$ cat src/rtl/lock_display_ctrl.sv
// Digital lock display controller: keypad entry buffer, OPEN/FAIL message FSM
// and the 4-digit multiplexed glyph scan that feeds the 7-segment decoder.

module lock_display_ctrl #(
   parameter int REFRESH_DIV = 100000,
   parameter int MSG_TICKS   = 2000,
   parameter int BLINK_TICKS = 250
) (
   input  logic        clk,
   input  logic        rst,
   input  logic        digit_valid,
   input  logic [3:0]  digit_in,
   input  logic        clear,
   input  logic        result_valid,
   input  logic        result_ok,
   output logic [4:0]  code_out,
   output logic [3:0]  anode,
   output logic [15:0] entry_code,
   output logic        entry_full,
   output logic        busy
);

   localparam int RW = $clog2(REFRESH_DIV);
   localparam int MW = $clog2(MSG_TICKS + 1);
   localparam int BW = $clog2(BLINK_TICKS + 1);

   localparam logic [RW-1:0] REF_LAST   = RW'(REFRESH_DIV - 1);
   localparam logic [MW-1:0] MSG_LAST   = MW'(MSG_TICKS - 1);
   localparam logic [BW-1:0] BLINK_LAST = BW'(BLINK_TICKS - 1);

   localparam logic [4:0] G_O     = 5'd0;
   localparam logic [4:0] G_I     = 5'd1;
   localparam logic [4:0] G_A     = 5'd10;
   localparam logic [4:0] G_E     = 5'd14;
   localparam logic [4:0] G_F     = 5'd15;
   localparam logic [4:0] G_DASH  = 5'd16;
   localparam logic [4:0] G_L     = 5'd17;
   localparam logic [4:0] G_P     = 5'd19;
   localparam logic [4:0] G_N     = 5'd20;
   localparam logic [4:0] G_BLANK = 5'd21;

   typedef enum logic [1:0] {
      ST_ENTRY = 2'd0,
      ST_OPEN  = 2'd1,
      ST_FAIL  = 2'd2
   } state_t;

   state_t          state_r;
   state_t          state_next_s;
   logic            busy_r;
   logic            busy_next_s;

   logic [RW-1:0]   ref_cnt_r;
   logic            tick_s;
   logic [1:0]      scan_idx_r;
   logic [1:0]      scan_next_s;
   logic [3:0]      anode_r;
   logic [3:0]      anode_next_s;
   logic [4:0]      code_r;
   logic [4:0]      code_next_s;

   logic [MW-1:0]   msg_cnt_r;
   logic [BW-1:0]   blink_cnt_r;
   logic            blink_on_r;
   logic            expire_s;

   logic [15:0]     entry_r;
   logic [2:0]      count_r;
   logic            full_r;
   logic            accept_s;

   // Glyph for one digit slot, given the display mode and the entry buffer.
   function automatic logic [4:0] slot_glyph(
      input state_t      st,
      input logic [15:0] code,
      input logic [2:0]  cnt,
      input logic        blink_on,
      input logic [1:0]  idx
   );
      logic [4:0] g;
      g = G_DASH;
      case (st)
         ST_ENTRY: begin
            if ({1'b0, idx} < cnt) begin
               g = {1'b0, code[{idx, 2'b00} +: 4]};
            end else begin
               g = G_DASH;
            end
         end
         ST_OPEN: begin
            case (idx)
               2'd3:    g = G_O;
               2'd2:    g = G_P;
               2'd1:    g = G_E;
               2'd0:    g = G_N;
               default: g = G_DASH;
            endcase
         end
         ST_FAIL: begin
            if (!blink_on) begin
               g = G_BLANK;
            end else begin
               case (idx)
                  2'd3:    g = G_F;
                  2'd2:    g = G_A;
                  2'd1:    g = G_I;
                  2'd0:    g = G_L;
                  default: g = G_DASH;
               endcase
            end
         end
         default: g = G_DASH;
      endcase
      return g;
   endfunction

   assign tick_s   = (ref_cnt_r == REF_LAST);
   assign expire_s = tick_s && (msg_cnt_r == MSG_LAST) && (state_r != ST_ENTRY);

   // State register; busy is kept in step with the state it describes.
   always_ff @(posedge clk or posedge rst) begin
      if (rst) begin
         state_r <= ST_ENTRY;
         busy_r  <= 1'b0;
      end else begin
         state_r <= state_next_s;
         busy_r  <= busy_next_s;
      end
   end

   // Next-state logic; clear outranks a result, which outranks message expiry.
   always_comb begin
      state_next_s = state_r;
      if (clear) begin
         state_next_s = ST_ENTRY;
      end else begin
         case (state_r)
            ST_ENTRY: begin
               if (result_valid) begin
                  state_next_s = result_ok ? ST_OPEN : ST_FAIL;
               end else begin
                  state_next_s = ST_ENTRY;
               end
            end
            ST_OPEN, ST_FAIL: begin
               if (expire_s) begin
                  state_next_s = ST_ENTRY;
               end else begin
                  state_next_s = state_r;
               end
            end
            default: state_next_s = ST_ENTRY;
         endcase
      end
   end

   // Output logic: next values of the registered display outputs and strobes.
   always_comb begin
      scan_next_s  = scan_idx_r + 2'd1;
      anode_next_s = ~(4'b0001 << scan_next_s);
      code_next_s  = slot_glyph(state_r, entry_r, count_r, blink_on_r, scan_next_s);
      busy_next_s  = (state_next_s != ST_ENTRY);
      accept_s     = (state_r == ST_ENTRY) && !clear && !result_valid && digit_valid &&
                     (digit_in <= 4'd9) && (count_r < 3'd4);
   end

   // Slot timer and scan; anode and glyph are only loaded together on a tick.
   always_ff @(posedge clk or posedge rst) begin
      if (rst) begin
         ref_cnt_r  <= {RW{1'b0}};
         scan_idx_r <= 2'd0;
         anode_r    <= 4'b1110;
         code_r     <= G_DASH;
      end else if (tick_s) begin
         ref_cnt_r  <= {RW{1'b0}};
         scan_idx_r <= scan_next_s;
         anode_r    <= anode_next_s;
         code_r     <= code_next_s;
      end else begin
         ref_cnt_r  <= ref_cnt_r + RW'(1'b1);
      end
   end

   // Message lifetime and blink phase; held at their start values outside a message.
   always_ff @(posedge clk or posedge rst) begin
      if (rst) begin
         msg_cnt_r   <= {MW{1'b0}};
         blink_cnt_r <= {BW{1'b0}};
         blink_on_r  <= 1'b1;
      end else if (clear || (state_r == ST_ENTRY)) begin
         msg_cnt_r   <= {MW{1'b0}};
         blink_cnt_r <= {BW{1'b0}};
         blink_on_r  <= 1'b1;
      end else if (tick_s) begin
         if (msg_cnt_r == MSG_LAST) begin
            msg_cnt_r <= {MW{1'b0}};
         end else begin
            msg_cnt_r <= msg_cnt_r + MW'(1'b1);
         end
         if (blink_cnt_r == BLINK_LAST) begin
            blink_cnt_r <= {BW{1'b0}};
            blink_on_r  <= ~blink_on_r;
         end else begin
            blink_cnt_r <= blink_cnt_r + BW'(1'b1);
         end
      end
   end

   // Entry buffer: newest digit shifts in at the low nibble, capped at four.
   always_ff @(posedge clk or posedge rst) begin
      if (rst) begin
         entry_r <= 16'h0000;
         count_r <= 3'd0;
         full_r  <= 1'b0;
      end else if (clear || expire_s) begin
         entry_r <= 16'h0000;
         count_r <= 3'd0;
         full_r  <= 1'b0;
      end else if (accept_s) begin
         entry_r <= {entry_r[11:0], digit_in};
         count_r <= count_r + 3'd1;
         full_r  <= (count_r == 3'd3);
      end
   end

   assign code_out   = code_r;
   assign anode      = anode_r;
   assign entry_code = entry_r;
   assign entry_full = full_r;
   assign busy       = busy_r;

endmodule

$ cat config.mk
export PLATFORM = sky130hd
export DESIGN_NAME = lock_display_ctrl
export DESIGN_NICKNAME = d
export VERILOG_FILES = /design/src/rtl/lock_display_ctrl.sv
export SDC_FILE = /design/constraint.sdc
export NUM_CORES = 1
export LEC_CHECK = 0
export ABC_AREA = 1
export BUFFER_PORTS_ARGS = -buffer_cell sky130_fd_sc_hd__buf_2
export CORE_UTILIZATION = 30
export CTS_CLUSTER_SIZE = 25
export DETAILED_ROUTE_END_ITERATION = 8
export HOLD_SLACK_MARGIN = 0.03
export PLACE_DENSITY_LB_ADDON = 0.3
export SLEW_MARGIN = 20
export SYNTH_ARGS = -nofsm -noshare
export SYNTH_HDL_FRONTEND = slang
export SYNTH_SLANG_ARGS = --single-unit
$ cat constraint.sdc
create_clock -name clk -period 3.9 [get_ports clk]
set_input_delay 0.585 -clock clk [delete_from_list [all_inputs] [get_ports clk]]
set_output_delay 0.585 -clock clk [all_outputs]
set_load 0.01 [all_outputs]
After elaboration in Yosys (flattened, before gate mapping)
Cells that the tools add are included.
Word-level totals
  flip-flop bits (word level): 71
  word-level logic and storage cells: 79
  bits of input ports: 10
  output and inout port bits: 27
Cells by class
  bitwise operators: 2
  order comparisons: 3
  $add $sub $neg: 5
  multiplexer cells: 26
  reductions and logical operators: 20
  equal/unequal tests: 9
  shifts and indexed selects: 2
Operator list (count)
  case mux 5 bit (4 select lines): 2
  two-way mux 11 bit: 3
  two-way mux 16 bit: 2
  two-way mux 8 bit: 3
  adder 17 x 1 -> 17 bit (second input constant): 1
  == test 17 bit (second input constant): 1
  two-way mux 17 bit: 1
  variable part select 16 x 5 -> 4 bit: 1
  case mux 5 bit (3 select lines): 1
  adder 11 x 1 -> 11 bit (second input constant): 1
  == test 11 bit (second input constant): 1
  two-way mux 5 bit: 2
  nonzero test 2 bit: 5
  adder 8 x 1 -> 8 bit (second input constant): 1
  == test 8 bit (second input constant): 1
  two-way mux 2 bit: 4
  logical AND 1 bit: 7
  == test 2 bit (second input constant): 3
  two-way mux 3 bit: 2
  two-way mux 1 bit: 5
  == test 2 x 1 -> 1 bit (second input constant): 2
  <= comparator 4 bit (second input constant): 1
  logical NOT 2 bit: 2
  inverter 4 bit: 1
  12 further kinds: 14

Logic depth before layout (Yosys ltp)
  word-level depth: 8
  mapped depth: 11

Worst setup path after synthesis
OpenSTA, ideal clock, no wires.
  kind: register -> register
  start: register scan_idx_r[0]
  end: register code_r[1], in the netlist code_out[1]
  arrival: 2.137 ns
  buffers on the path: 1
  cell stages (with the launch flop): 12
  slack: 1.697 ns
  path through: dfrtp_1 -> clkbuf_1 -> clkinv_1 -> ha_1 -> ha_1 -> a21oi_1 -> nor2_1 -> nor2_1 -> nand2_1 -> nand3_1 -> nand2_1 -> nand2_1
Between the ends
  longest elaborated chain between the ends: 5
  elaborated cells on any way between the ends: 12
  those cells by class: add/sub: 1; order compare: 1; eq/ne: 3; shift: 1; mux: 5; reduce/logical: 1
Ends and longest elaborated chain
  start: declaration: RTL line 55  | logic [1:0] scan_idx_r;
  start signal: assignment: RTL line 176  | scan_idx_r <= scan_next_s;
  adder 2 x 1 -> 2 bit *: RTL line 159  | scan_next_s = scan_idx_r + 2'd1;
  via scan_next_s[0]: RTL line 56  | logic [1:0] scan_next_s;
  parallel branches: the longest is 3 deep, another holds variable part select 16 x 5 -> 4 bit
  case mux 5 bit (3 select lines) *: RTL line 82  | case (st)
  end signal: assignment: RTL line 178  | code_r <= code_next_s;
  end: declaration: RTL line 59  | logic [4:0] code_r;
Mark *: on every way through the listed nets, which the timed path passes.
A chain may end at the register's enable or synchronous reset.

Final worst setup path
  start: register scan_idx_r[0]
  end: register code_r[3], in the netlist code_out[3]
Same word-level chain as after synthesis.

==> impl_metrics.yaml <==
final_layout:
  nFillCells: 1325
  nets: 568
  final_area_um2: 4600
  drive_gt1_frac: 0.132
  finish.utilization: 0.363
  n_antenna_cell: 0
  area_growth_pct: 16.9
critical_path:
  critPathBufInv: 1
  arrival_ns: 2.87
  path_delay_family: "adder cells"
  cp-start-kind: "register"
  worst_setup_path_end_kind: "register"
  slowest_stage: "dfrtp_1"
  worst-endpoint-required_ns: 4.18
  crit_type: "register to register"
  path_cells: "clkinv_1 > ha_1 > ha_1 > a21oi_1 > nor2_1 > nor2_1 > nand2_1 > nand3_1 > nand2_1 > nand2_1"
  r2r_slack_ns: 1.30
  cpMostUsedCell: "nand2_1"
  max_stage_delay_ns: 0.58
  critPathMaxFanout: 13
grt:
  antenna_found_initial: 0
  grt_max_degree: 36
  use_met3: 0.0348
  grt_busiest_layer: "met2"
  grt_pass1_vias: 3279
  grt_use_met1: 0.208
  gr-usage-all-layers: 0.151
  grt_pass1_wl_mm: 16.0
  gr-total-overflow: 0
  gr-usage-met2: 0.229
timing:
  setup_viol: 0
  fin_crit_ns: 2.60
  finClkSkew_ns: 0.0103
  fin_tns_setup_ns: 0
  hold_viol: 0
  rsz0062_at_grt: "no"
  worst_slew_pin_slew_ns: 0.791
  fmax_mhz: 385
  holdWs_ns: 0.234
  max_slew_margin: 0.472
  fin_ws_ns: 1.30
  final.period_utilization: 0.666
  maxSlewViolCount: 0
die:
  io_pins: 37
  dieArea_um2: 13600
  rows: 41
  die_w_um: 116
  core_um2: 12700
  start_util: 0.310
  die_height_um: 116
yosys:
  ys_ff_latch: 71
  seq_area_frac_synth: 0.454
  synth_flop_cell: "dfrtp_1"
  syn-num-nets: 528
  synth_commonest_cells: "nand2_1, dfrtp_1, inv_1, nand3_1, nor2_1"
  synth_top_cell_by_area: "dfrtp_1"
  ys_async_sr_fraction: 1.00
  synthTopCellsByArea: "dfrtp_1, nand2_1, nand3_1, inv_1, ha_1"
  synth_area_um2: 3930
  yosysWarnings: 0
  synth_top_area_frac: 0.420
  synth_edf_count: 0
  yosysMostFrequentCell: "nand2_1"
  syn_area_per_cell_um2: 7.84
  synthCells: 501
  ys_types: 34
hold_path:
  hold_class: "primary input to asynchronous set/reset pin"
power:
  peakVddDrop_mv: 0.179
  power_density_nw_per_um2: 352
  power_leakage_nw: 2.29
outcome:
  status: "completed"
cts:
  insertion_delay_ns: 0.33
  postCtsSetupRepairBufs: 0
  h-tree-depth: 3
  path_clk_slew_ns: 0.06
  cts_buffer_depth: 2
  numCtsBuffers: 9
  cts_sinks: 71
  hold_buffers: 0
  cts_tree: "yes"
  root_buffer: "clkbuf_16"
  cts_resized: 0
run:
  max_cap_viol_count: 0
placement:
  gp_congestion: 0.859
  place_worst_setup_slack_ns: 1.32
  placed_cell_area_um2: 4310
  dpl.hpwl_mm: 6.47
  placement.io_buffers: 36
drt:
  initialDrtViolationCount: 221
  drt_pass1_iterations: 6
  drt-wirelength-per-cell_um: 13.0
  drc: 0
  final_antenna_net_count: 0
  drt-total-wl_mm: 9.35
  viasPerCell: 4.78
  vias: 3433
## power breakdown
group | internal (mW) | switching (mW)
registers | 0.742 | 0.00585
logic | 0.0217 | 0.0571
clock network | 0.450 | 0.340
total | 1.21 | 0.403
## final cells by class
cell class	instances	area [µm²]	share of cell area
Inverter	59	221	0.0482
Tap cell	172	215	0.0468
Sequential cell	71	1780	0.388
Clock inverter	6	45.0	0.00980
Clock buffer	10	239	0.0520
Timing Repair Buffer	42	225	0.0490
Multi-Input combinational cell	358	1870	0.406
## worst paths after layout
path | depth (start not counted) | endpoint | startpoint
worst min register to register | 1 | ref_cnt_r[0] | ref_cnt_r[0]
worst max-delay path | 10 | code_out[3] | scan_idx_r[0]
worst max register to register | 10 | code_out[3] | scan_idx_r[0]
max in group asynchronous | 3 | anode[1] | rst
min in group clk | 1 | ref_cnt_r[0] | ref_cnt_r[0]
worst min-delay path | 2 | ref_cnt_r[11] | rst
## state kept, by name (all words and copies together) (netlist names)
name,count
anode,4
entry_full,1
ref_cnt_r,17
blink_cnt_r,8
code_out,5
msg_cnt_r,11
blink_on_r,1
entry_code,16
scan_idx_r,2
state_r,2
count_r,3
busy,1
## per-stage QoR
stage          total power [mW]  cells
2_1_floorplan             0.812    501
3_3_place_gp              0.840    702
3_5_place_dp              0.842    702
4_1_cts                    1.64    718
5_1_grt                    1.68    718
6_report                   1.62    718
## kinds of logic (layout without fill, tap and decap cells)
kind of cell / count (synthesis) / in the layout / share of synthesized area
buf+inv: 72 / 117 / 0.0713
flops: 71 / 71 / 0.454
compound gates: 70 / 70 / 0.0949
fa+ha+maj: 17 / 17 / 0.0541
simple gates: 252 / 252 / 0.284
xor+xnor: 19 / 19 / 0.0423
## worst reg2reg max path, cell delays in order, from the launching register on
cell	delay, ns
dfrtp_1	0.58
clkinv_1	0.38
ha_1	0.58
ha_1	0.30
a21oi_1	0.14
nor2_1	0.06
nor2_1	0.22
nand2_1	0.10
nand3_1	0.07
nand2_1	0.05
nand2_1	0.06
## layout by cell type (no fill, tap or decap), types with 3 or more instances in the layout
| cell | Yosys | layout |
|---|---|---|
| inv_1 | 57 | 56 |
| nand2_1 | 114 | 114 |
| clkinvlp_4 | 0 | 3 |
| nand3b_1 | 3 | 3 |
| a21oi_1 | 26 | 26 |
| dfstp_2 | 5 | 5 |
| buf_4 | 1 | 6 |
| buf_2 | 5 | 36 |
| nor3_1 | 11 | 11 |
| xor2_1 | 18 | 18 |
| ha_1 | 17 | 17 |
| dfrtp_1 | 66 | 66 |
| o22ai_1 | 5 | 5 |
| nand4_1 | 14 | 14 |
| clkbuf_16 | 0 | 9 |
| nor2_1 | 48 | 48 |
| nand3_1 | 52 | 52 |
| o21ai_0 | 32 | 32 |
## per-layer routing
metal / wire length, µm / vias up
li1: - / 1720
met1: 4670 / 1640
met2: 4200 / 59
met3: 330 / 14
met4: 149 / 0
met5: 0 / -
Note: power is estimated with default switching activity, not from simulation.
